## src/rtl/day3_pkg.sv

```systemverilog
// rtl/day3_pkg.sv - shared types and constants for the day3 bank scheduler
package day3_pkg;

    typedef enum logic [1:0] {
        IDLE  = 2'd0,
        RUN   = 2'd1,
        FLUSH = 2'd2,
        DONE  = 2'd3
    } state_t;

    localparam int DIGIT_W = 4;
    localparam int PAIR_W  = 7;
    localparam logic [DIGIT_W-1:0] DIGIT_MAX = 4'd9;

    // Two-digit joltage: first*10 + second, at most 99 so it fits PAIR_W.
    function automatic logic [PAIR_W-1:0] pair_value(
        input logic [DIGIT_W-1:0] first,
        input logic [DIGIT_W-1:0] second
    );
        return ({3'b000, first} * 7'd10) + {3'b000, second};
    endfunction

endpackage

```

## src/rtl/day3_pair_max.sv

```systemverilog
// rtl/day3_pair_max.sv - running max two-digit pair over the digits of one bank
module day3_pair_max
    import day3_pkg::*;
#(
    parameter int LEN_W = 8
) (
    input  logic               clock,
    input  logic               reset_n,
    input  logic               clear,
    input  logic               accept,
    input  logic [DIGIT_W-1:0] digit,
    output logic [PAIR_W-1:0]  best_pair,
    output logic [LEN_W-1:0]   len
);

    logic [DIGIT_W-1:0] best_first;
    logic [PAIR_W-1:0]  candidate;

    // Candidate uses best_first before this digit updates it, so a digit never pairs with itself.
    assign candidate = pair_value(best_first, digit);

    always_ff @(posedge clock) begin
        if (!reset_n || clear) begin
            best_first <= '0;
            best_pair  <= '0;
            len        <= '0;
        end else if (accept) begin
            if ((len != '0) && (candidate > best_pair)) begin
                best_pair <= candidate;
            end
            if (digit > best_first) begin
                best_first <= digit;
            end
            if (len != '1) begin
                len <= len + LEN_W'(1);
            end
        end
    end

endmodule

```

## src/rtl/day3_bank_scheduler.sv

```systemverilog
// rtl/day3_bank_scheduler.sv - frames digit stream into banks and sums per-bank joltage; optional DAY3_BANK_RESULT_EN
module day3_bank_scheduler
    import day3_pkg::*;
#(
    parameter int TOTAL_W    = 32,
    parameter int BANK_CNT_W = 16,
    parameter int LEN_W      = 8
) (
    input  logic                  clock,
    input  logic                  reset_n,
    input  logic                  start,
    input  logic                  in_valid,
    output logic                  in_ready,
    input  logic [DIGIT_W-1:0]    in_digit,
    input  logic                  in_last,
    input  logic                  in_eof,
    output logic                  busy,
    output logic                  done,
    output logic [TOTAL_W-1:0]    total,
    output logic [BANK_CNT_W-1:0] bank_count,
    output logic                  error
`ifdef DAY3_BANK_RESULT_EN
    ,
    output logic                  bank_valid,
    output logic [PAIR_W-1:0]     bank_result
`endif
);

    state_t             state, state_nx;
    logic               eof_q;
    logic               accept;
    logic               digit_ok;
    logic               start_run;
    logic               clear_dp;
    logic               short_bank;
    logic [PAIR_W-1:0]  best_pair;
    logic [LEN_W-1:0]   len;
    logic [PAIR_W-1:0]  contrib;

    assign in_ready   = (state == RUN);
    assign busy       = (state == RUN) || (state == FLUSH);
    assign done       = (state == DONE);
    assign accept     = in_valid && in_ready;
    assign digit_ok   = (in_digit <= DIGIT_MAX);
    assign short_bank = (len < LEN_W'(2));
    assign contrib    = short_bank ? '0 : best_pair;

`ifdef DAY3_BANK_RESULT_EN
    assign bank_valid  = (state == FLUSH);
    assign bank_result = best_pair;
`endif

    always_comb begin
        state_nx  = state;
        start_run = 1'b0;
        clear_dp  = 1'b0;
        case (state)
            IDLE, DONE: begin
                if (start) begin
                    state_nx  = RUN;
                    start_run = 1'b1;
                    clear_dp  = 1'b1;
                end
            end
            RUN: begin
                if (accept && in_last) begin
                    state_nx = FLUSH;
                end
            end
            FLUSH: begin
                state_nx = eof_q ? DONE : RUN;
                clear_dp = 1'b1;
            end
            default: state_nx = IDLE;
        endcase
    end

    day3_pair_max #(
        .LEN_W(LEN_W)
    ) u_pair_max (
        .clock    (clock),
        .reset_n  (reset_n),
        .clear    (clear_dp),
        .accept   (accept && digit_ok),
        .digit    (in_digit),
        .best_pair(best_pair),
        .len      (len)
    );

    always_ff @(posedge clock) begin
        if (!reset_n) begin
            state      <= IDLE;
            eof_q      <= 1'b0;
            total      <= '0;
            bank_count <= '0;
            error      <= 1'b0;
        end else begin
            state <= state_nx;
            if (start_run) begin
                eof_q      <= 1'b0;
                total      <= '0;
                bank_count <= '0;
                error      <= 1'b0;
            end
            if (accept) begin
                if (in_last) begin
                    eof_q <= in_eof;
                end
                // Bad digits and eof without last are consumed but flagged.
                if (!digit_ok || (in_eof && !in_last)) begin
                    error <= 1'b1;
                end
            end
            if (state == FLUSH) begin
                total      <= total + {{(TOTAL_W-PAIR_W){1'b0}}, contrib};
                bank_count <= bank_count + BANK_CNT_W'(1);
                if (short_bank) begin
                    error <= 1'b1;
                end
            end
        end
    end

endmodule

```

## config.mk

```make
export PLATFORM = sky130hd
export DESIGN_NAME = day3_bank_scheduler
export DESIGN_NICKNAME = d
export VERILOG_FILES = /design/src/rtl/day3_pkg.sv /design/src/rtl/day3_pair_max.sv /design/src/rtl/day3_bank_scheduler.sv
export SDC_FILE = /design/constraint.sdc
export NUM_CORES = 1
export LEC_CHECK = 0
export CAP_MARGIN = 20
export CELL_PAD_IN_SITES_DETAIL_PLACEMENT = 0
export CELL_PAD_IN_SITES_GLOBAL_PLACEMENT = 1
export CORE_ASPECT_RATIO = 0.8
export CORE_UTILIZATION = 44
export DETAILED_ROUTE_END_ITERATION = 10
export PLACE_DENSITY = 0.84
export SETUP_SLACK_MARGIN = 0.4
export SLEW_MARGIN = 20
export SYNTH_ARGS = -nofsm -noshare
export SYNTH_HDL_FRONTEND = slang
export SYNTH_HIERARCHICAL = 1
export SYNTH_SLANG_ARGS = --single-unit
```

## constraint.sdc

```tcl
create_clock -name clock -period 5.3 [get_ports clock]
set_input_delay 0.795 -clock clock [delete_from_list [all_inputs] [get_ports clock]]
set_output_delay 0.795 -clock clock [all_outputs]
set_load 0.03 [all_outputs]
```

==> results of run 1 <==
==> final cells by class <==
class	instances	share of cell area [%]
clock buffers	13	5.15
clock inverters	3	0.763
inverters	33	2.36
multi-input cells	380	49.8
flip-flops and latches	71	27.1
well taps	115	2.74
repair buffers	64	12.1
==> cell families (layout without fill, tap and decap cells) <==
family / count (synthesis) / count (layout)
AND/OR/NAND/NOR: 207 / 207
AO/OA/AOI/OAI: 96 / 96
flip-flops: 71 / 71
buffers and inverters: 50 / 113
adder cells (fa/ha/maj): 34 / 34
XOR/XNOR: 22 / 22
multiplexers: 21 / 21
==> power by group <==
group          switching, mW  internal (mW)  total (mW)
clock                  0.222          0.401       0.623
combinational         0.0784         0.0398       0.118
sequential           0.00416          0.538       0.542
total                  0.305          0.979        1.28
==> path summary, 6_finish.rpt <==
path	end	slack [ps]	cells past startpoint
worst min-delay path	u_pair_max/best_pair[2]	480	2
worst max register to register	total[21]	1910	8
worst min register to register	u_pair_max/best_pair[2]	480	2
worst max-delay path	u_pair_max/best_pair[4]	1860	13
==> per-layer routing <==
| layer | track usage [%] | share of wire [%] | vias up |
|---|---|---|---|
| met5 | 0 | 0 | - |
| met4 | 5.16 | 0.91 | 0 |
| met3 | 4.90 | 4.6 | 10 |
| met2 | 32.4 | 43 | 77 |
| met1 | 29.3 | 52 | 1731 |
| li1 | - | - | 1925 |
==> per-stage QoR <==
| stage | setup WS, ps | total power [mW] |
|---|---|---|
| floorplan | 2310 | 0.634 |
| global placement | 1620 | 0.670 |
| detailed placement | 1540 | 0.671 |
| CTS | 1860 | 1.30 |
| global route | 1620 | 1.33 |
| finish | 1860 | 1.28 |
==> critical path: cells and delay by family <==
kind / cells / cell delay [ps]
adders and majority gates: 3 / 960
buffers and inverters: 2 / 620
AOI/OAI and AO/OA: 2 / 450
and+or+nand+nor: 4 / 390
muxes: 1 / 260
xor gates and xnor gates: 1 / 170
==> cell usage after synthesis, types with 2 or more instances <==
master,instances
a211oi_1,8
a211oi_2,2
a21o_1,6
a21oi_1,31
a21oi_2,2
a31o_2,2
a31oi_1,2
and2_1,11
and3_1,7
and4_1,9
clkbuf_1,17
dfxtp_1,71
fa_1,3
ha_1,31
inv_1,33
mux2_2,7
mux2i_1,14
nand2_1,39
nand2b_1,8
nand3_1,28
nand3b_1,8
nand4_1,19
nor2_1,53
nor2b_1,5
nor3_1,6
nor4_1,2
o2111ai_1,6
o211ai_1,4
o21a_1,5
o21ai_0,11
o311ai_0,2
o41ai_1,6
or2_2,2
or4_1,3
xnor2_1,12
xor2_1,10
==> registers in the layout, indices dropped and copies added (netlist names) <==
signal and flops:
bank_count 16, eof_q 1, error 1, state 2
total 32, u_pair_max/best_first 4, u_pair_max/best_pair 7, u_pair_max/len 8
==> flow_summary.yaml, run 1 <==
finish:
  final_common_cell: "dfxtp_1"
  layout.nets: 603
  final_layout_size_suffix_gt1_share_pct: 7.09
  diodes: 0
  fin_area_um2: 5250
  seq_area_um2: 1420
  multi_input_area_um2: 2620
  fin_util_pct: 57.1
  fillers: 849
  fin_cells: 679
  syn2layout_area_growth_pct: 24.2
  final_cell_mix: "71 x dfxtp_1, 61 x clkdlybuf4s50_1, 53 x nor2_1"
routing:
  drt_wl_total_um: 10000
  firstDrtPassIters: 7
  via_per_inst: 5.51
  vias: 3743
  drc: 11
  ant_nets: 0
  drtIter0Drc: 203
  routedWlPerCell_um: 14.8
yosys:
  yosysSeqAreaShare_pct: 33.6
  synthCells: 501
  muxShareOfSynthArea_pct: 5.18
  synth_seq_cells: 71
  ys_async_sr_fraction_pct: 0
  synthAdderAreaFrac_pct: 10.6
  synth_top_area_cell: "dfxtp_1"
  avgSynthCellArea_um2: 8.43
  synth-edff-count: 0
  ys_types: 52
  syn_nets: 545
  synth_top_area_share_pct: 33.6
  synth_compound_gate_area_share_pct: 15.9
  synth-xor-area-share_pct: 4.56
  synth_top_family_by_area: "simple AND/OR/NAND/NOR gates"
  ys_top_cells_by_area: "dfxtp_1 34%, ha_1 9.2%, nor2_1 4.7%, a21oi_1 3.7%, nand2_1 3.5%"
  synthSimpleGateAreaFrac_pct: 25.7
  syn-cell-area_um2: 4220
  synth_warnings: 6
  synth_ff_type: "dfxtp_1"
sta:
  fin_skew_ps: 2.88
  rsz0062_at_grt: "false"
  maxSlewHeadroom_pct: 31.7
  fin_hold_ws_ps: 479
  final-max-slew-violation-count: 0
  worst_pin_slew_ps: 1020
  setup_tns_ps: 0
  min_period_ps: 3440
  setup_viol: 0
  fmax_ghz: 0.290
  hold_viol: 0
  fin_crit_sh_pct: 65.0
placed_design:
  dpl_cell_area_um2: 4930
  hpwl_um: 7110
  dp_cells: 662
  gp_congestion: 0.810
  portBuffers: 61
clock_network:
  cts_buffers: 9
  cts_tree: "yes"
  clockRootBuffer: "clkbuf_16"
  cts_setup_buffers: 0
  clk_latency_ps: 330
  ctsHoldBuffers: 0
  clk_pin_slew_ps: 50
  htreeDepth: 3
  cts_sinks: 71
  post_cts_resized: 0
  clk_path_buf_depth: 2
setup_path:
  worstPathRequired_ps: 5490
  cp_max_fo: 9
  worstSetupStartpoint: "in_digit[1]"
  cpMostUsedCell: "ha_1"
  startpoint_type: "input pin"
  crit_chain: "clkdlybuf4s50_1 -> ha_1 -> inv_1 -> fa_1 -> nor2b_1 -> o21ai_0 -> xor2_1 -> ha_1 -> nand4_1 -> nand3_2 -> o211ai_4 -> mux2i_1 -> nor2_1"
  crit_path_top_delay_cell: "clkdlybuf4s50_1"
  critPathKind: "input pin to flip-flop"
  slowest_delay_ps: 560
  rr_startpoint: "u_pair_max/len[4]"
  cp.arrival_ps: 3630
  worstSetupEndpointType: "flip-flop"
outcome:
  status: "finished with violations"
  violations: "DRC"
die:
  dieArea_um2: 10000
  rows: 31
  start_util_pct: 46.0
  die_h_um: 89.6
  coreArea_um2: 9190
  die_w_um: 112
  io_pins: 62
pwr:
  peakVddDrop_mv: 0.143
  power_leakage_nw: 1.92
  p_per_area_nw_per_um2: 245
global_route:
  grt_pass1_wl_um: 16500
  grt_overflow: 0
  grt_pass1_vias: 3316
  track_usage_pct: 20.8
  grt_max_degree: 34
  antenna_found_initial: 0
flow_run:
  max_cap_violations: 0
hold_path:
  hp-start: "u_pair_max/best_pair[2]"
  min_path_type: "flip-flop to flip-flop"
Note: power is estimated with default switching activity, not from simulation.
==> inputs of run 2 (changes only) <==
--- a/config.mk
+++ b/config.mk
@@ -9,9 +9,9 @@
 export CELL_PAD_IN_SITES_DETAIL_PLACEMENT = 0
 export CELL_PAD_IN_SITES_GLOBAL_PLACEMENT = 1
 export CORE_ASPECT_RATIO = 0.8
-export CORE_UTILIZATION = 44
+export CORE_UTILIZATION = 41
 export DETAILED_ROUTE_END_ITERATION = 10
-export PLACE_DENSITY = 0.84
+export PLACE_DENSITY = 0.79
 export SETUP_SLACK_MARGIN = 0.4
 export SLEW_MARGIN = 20
 export SYNTH_ARGS = -nofsm -noshare
==> constraint.sdc (replaced) <==
create_clock -name clock -period 3.4 [get_ports clock]
set_input_delay 0.51 -clock clock [delete_from_list [all_inputs] [get_ports clock]]
set_output_delay 0.51 -clock clock [all_outputs]
set_load 0.03 [all_outputs]
==> flow_summary.yaml, run 2 (synthesis results as in run 1) <==
outcome:
  status: "finished, final reports clean"
sta:
  min_period_ps: 3030
  final-max-slew-violation-count: 0
  rsz0062_at_grt: "true"
  fmax_ghz: 0.330
  fin_skew_ps: 3.81
  worst_pin_slew_ps: 1030
  fin_crit_sh_pct: 89.0
  hold_viol: 0
  setup_viol: 0
  setup_tns_ps: 0
  maxSlewHeadroom_pct: 30.6
die:
  dieArea_um2: 10700
  die_w_um: 115
  rows: 32
  io_pins: 62
  coreArea_um2: 9810
  die_h_um: 92.8
  start_util_pct: 43.1
clock_network:
  clockRootBuffer: "clkbuf_16"
  clk_pin_slew_ps: 50
  cts_tree: "yes"
  cts_sinks: 71
  clk_latency_ps: 330
  cts_buffers: 9
  clk_path_buf_depth: 2
  htreeDepth: 3
setup_path:
  cp.arrival_ps: 3210
  cp_top_family: "adder cells"
  startpoint_type: "flip-flop"
  critPathKind: "flip-flop to flip-flop"
  crit_buf_inv: 2
  slowest_delay_ps: 480
  crit_path_top_delay_cell: "fa_1"
  cp_max_fo: 5
  crit_chain: "ha_4 -> ha_4 -> inv_2 -> fa_1 -> nor4b_2 -> xnor2_1 -> ha_1 -> a21oi_2 -> nand3_2 -> o211ai_4 -> buf_12 -> mux2i_1 -> nor2_1"
  worstSetupEndpointType: "flip-flop"
  cpMostUsedCell: "ha_4"
  worstPathRequired_ps: 3580
routing:
  via_per_inst: 5.44
  drt_wl_total_um: 10600
  dr_wl_met2_um: 4530
  drtIter0Drc: 165
  ant_nets: 0
  wl_met1_um: 5420
  top_layer: "met4"
  dr_wl_met3_um: 480
  routedWlPerCell_um: 14.9
  vias: 3861
  firstDrtPassIters: 4
  drc: 0
hold_path:
  min_path_type: "flip-flop to flip-flop"
finish:
  largest_register_ffs: 32
  top_regs: "total x32, bank_count x16, u_pair_max/len x8"
  largest-register: "total"
  fin_util_pct: 56.4
  final_layout_size_suffix_gt1_share_pct: 13.4
  final_cell_mix: "61 x dfxtp_1, 61 x clkdlybuf4s50_1, 52 x nor2_1"
  layout.nets: 615
  diodes: 0
  syn2layout_area_growth_pct: 31.0
flow_run:
  max_cap_violations: 0
pwr:
  power_leakage_nw: 1.98
  p_per_area_nw_per_um2: 352
  peakVddDrop_mv: 0.237
global_route:
  grt_pass1_wl_um: 17400
  grt_overflow: 0
  grt_max_degree: 28
  track_usage_pct: 20.6
  grt_pass1_vias: 3645
  antenna_found_initial: 0
placed_design:
  gp_congestion: 0.830
  hpwl_um: 7490
  portBuffers: 61
run 2: stage by stage:
step,power [mW],hold WS [ps],instances,cell area (um2),worst slack [ps]
2_1_floorplan,0.988,448,501,4220,414
3_3_place_gp,1.05,455,690,5010,62.4
3_5_place_dp,1.05,469,690,5010,19.4
4_1_cts,1.97,478,709,5420,331
5_1_grt,2.02,505,710,5540,197
6_report,1.95,473,710,5540,372
run 2: cell type report:
cell class | instances | area (um2)
Fill cell | 915 | 4270
Tap cell | 136 | 170
Multi-Input combinational cell | 380 | 2750
Sequential cell | 71 | 1440
Clock inverter | 1 | 30.0
Inverter | 33 | 124
Timing Repair Buffer | 76 | 766
Clock buffer | 13 | 250
run 2: where the power goes:
group	internal (mW)	total, mW	switching, mW
logic	0.0701	0.197	0.127
clock network	0.580	0.908	0.328
registers	0.836	0.843	0.00657
run 2: final timing paths:
path	slack [ps]	to	from	cells past startpoint
max	370	u_pair_max/best_pair[0]	u_pair_max/best_first[3]	13
min	470	eof_q	eof_q	2
max reg2reg	370	u_pair_max/best_pair[0]	u_pair_max/best_first[3]	13
min reg2reg	470	eof_q	eof_q	2
run 2: timing repair:
| item | CTS | global route |
|---|---|---|
| setup buffers | 4 | 1 |
| setup endpoints to repair | 18 | 30 |
| pin swaps | 14 | 6 |
| hold buffers | 0 | 0 |
| gates cloned | 1 | 0 |
| resized for setup | 15 | 27 |
run 2: tightest hold or removal path, cell delays in order (launching register included):
cell     delay [ps]
dfxtp_1         310
nand3_1          60
a21oi_1          60
run 2: metal layers:
layer / global-route usage, % / up-vias
li1: - / 1945
met1: 28.8 / 1828
met2: 31.4 / 76
met3: 4.65 / 12
met4: 6.17 / 0
met5: 0 / -
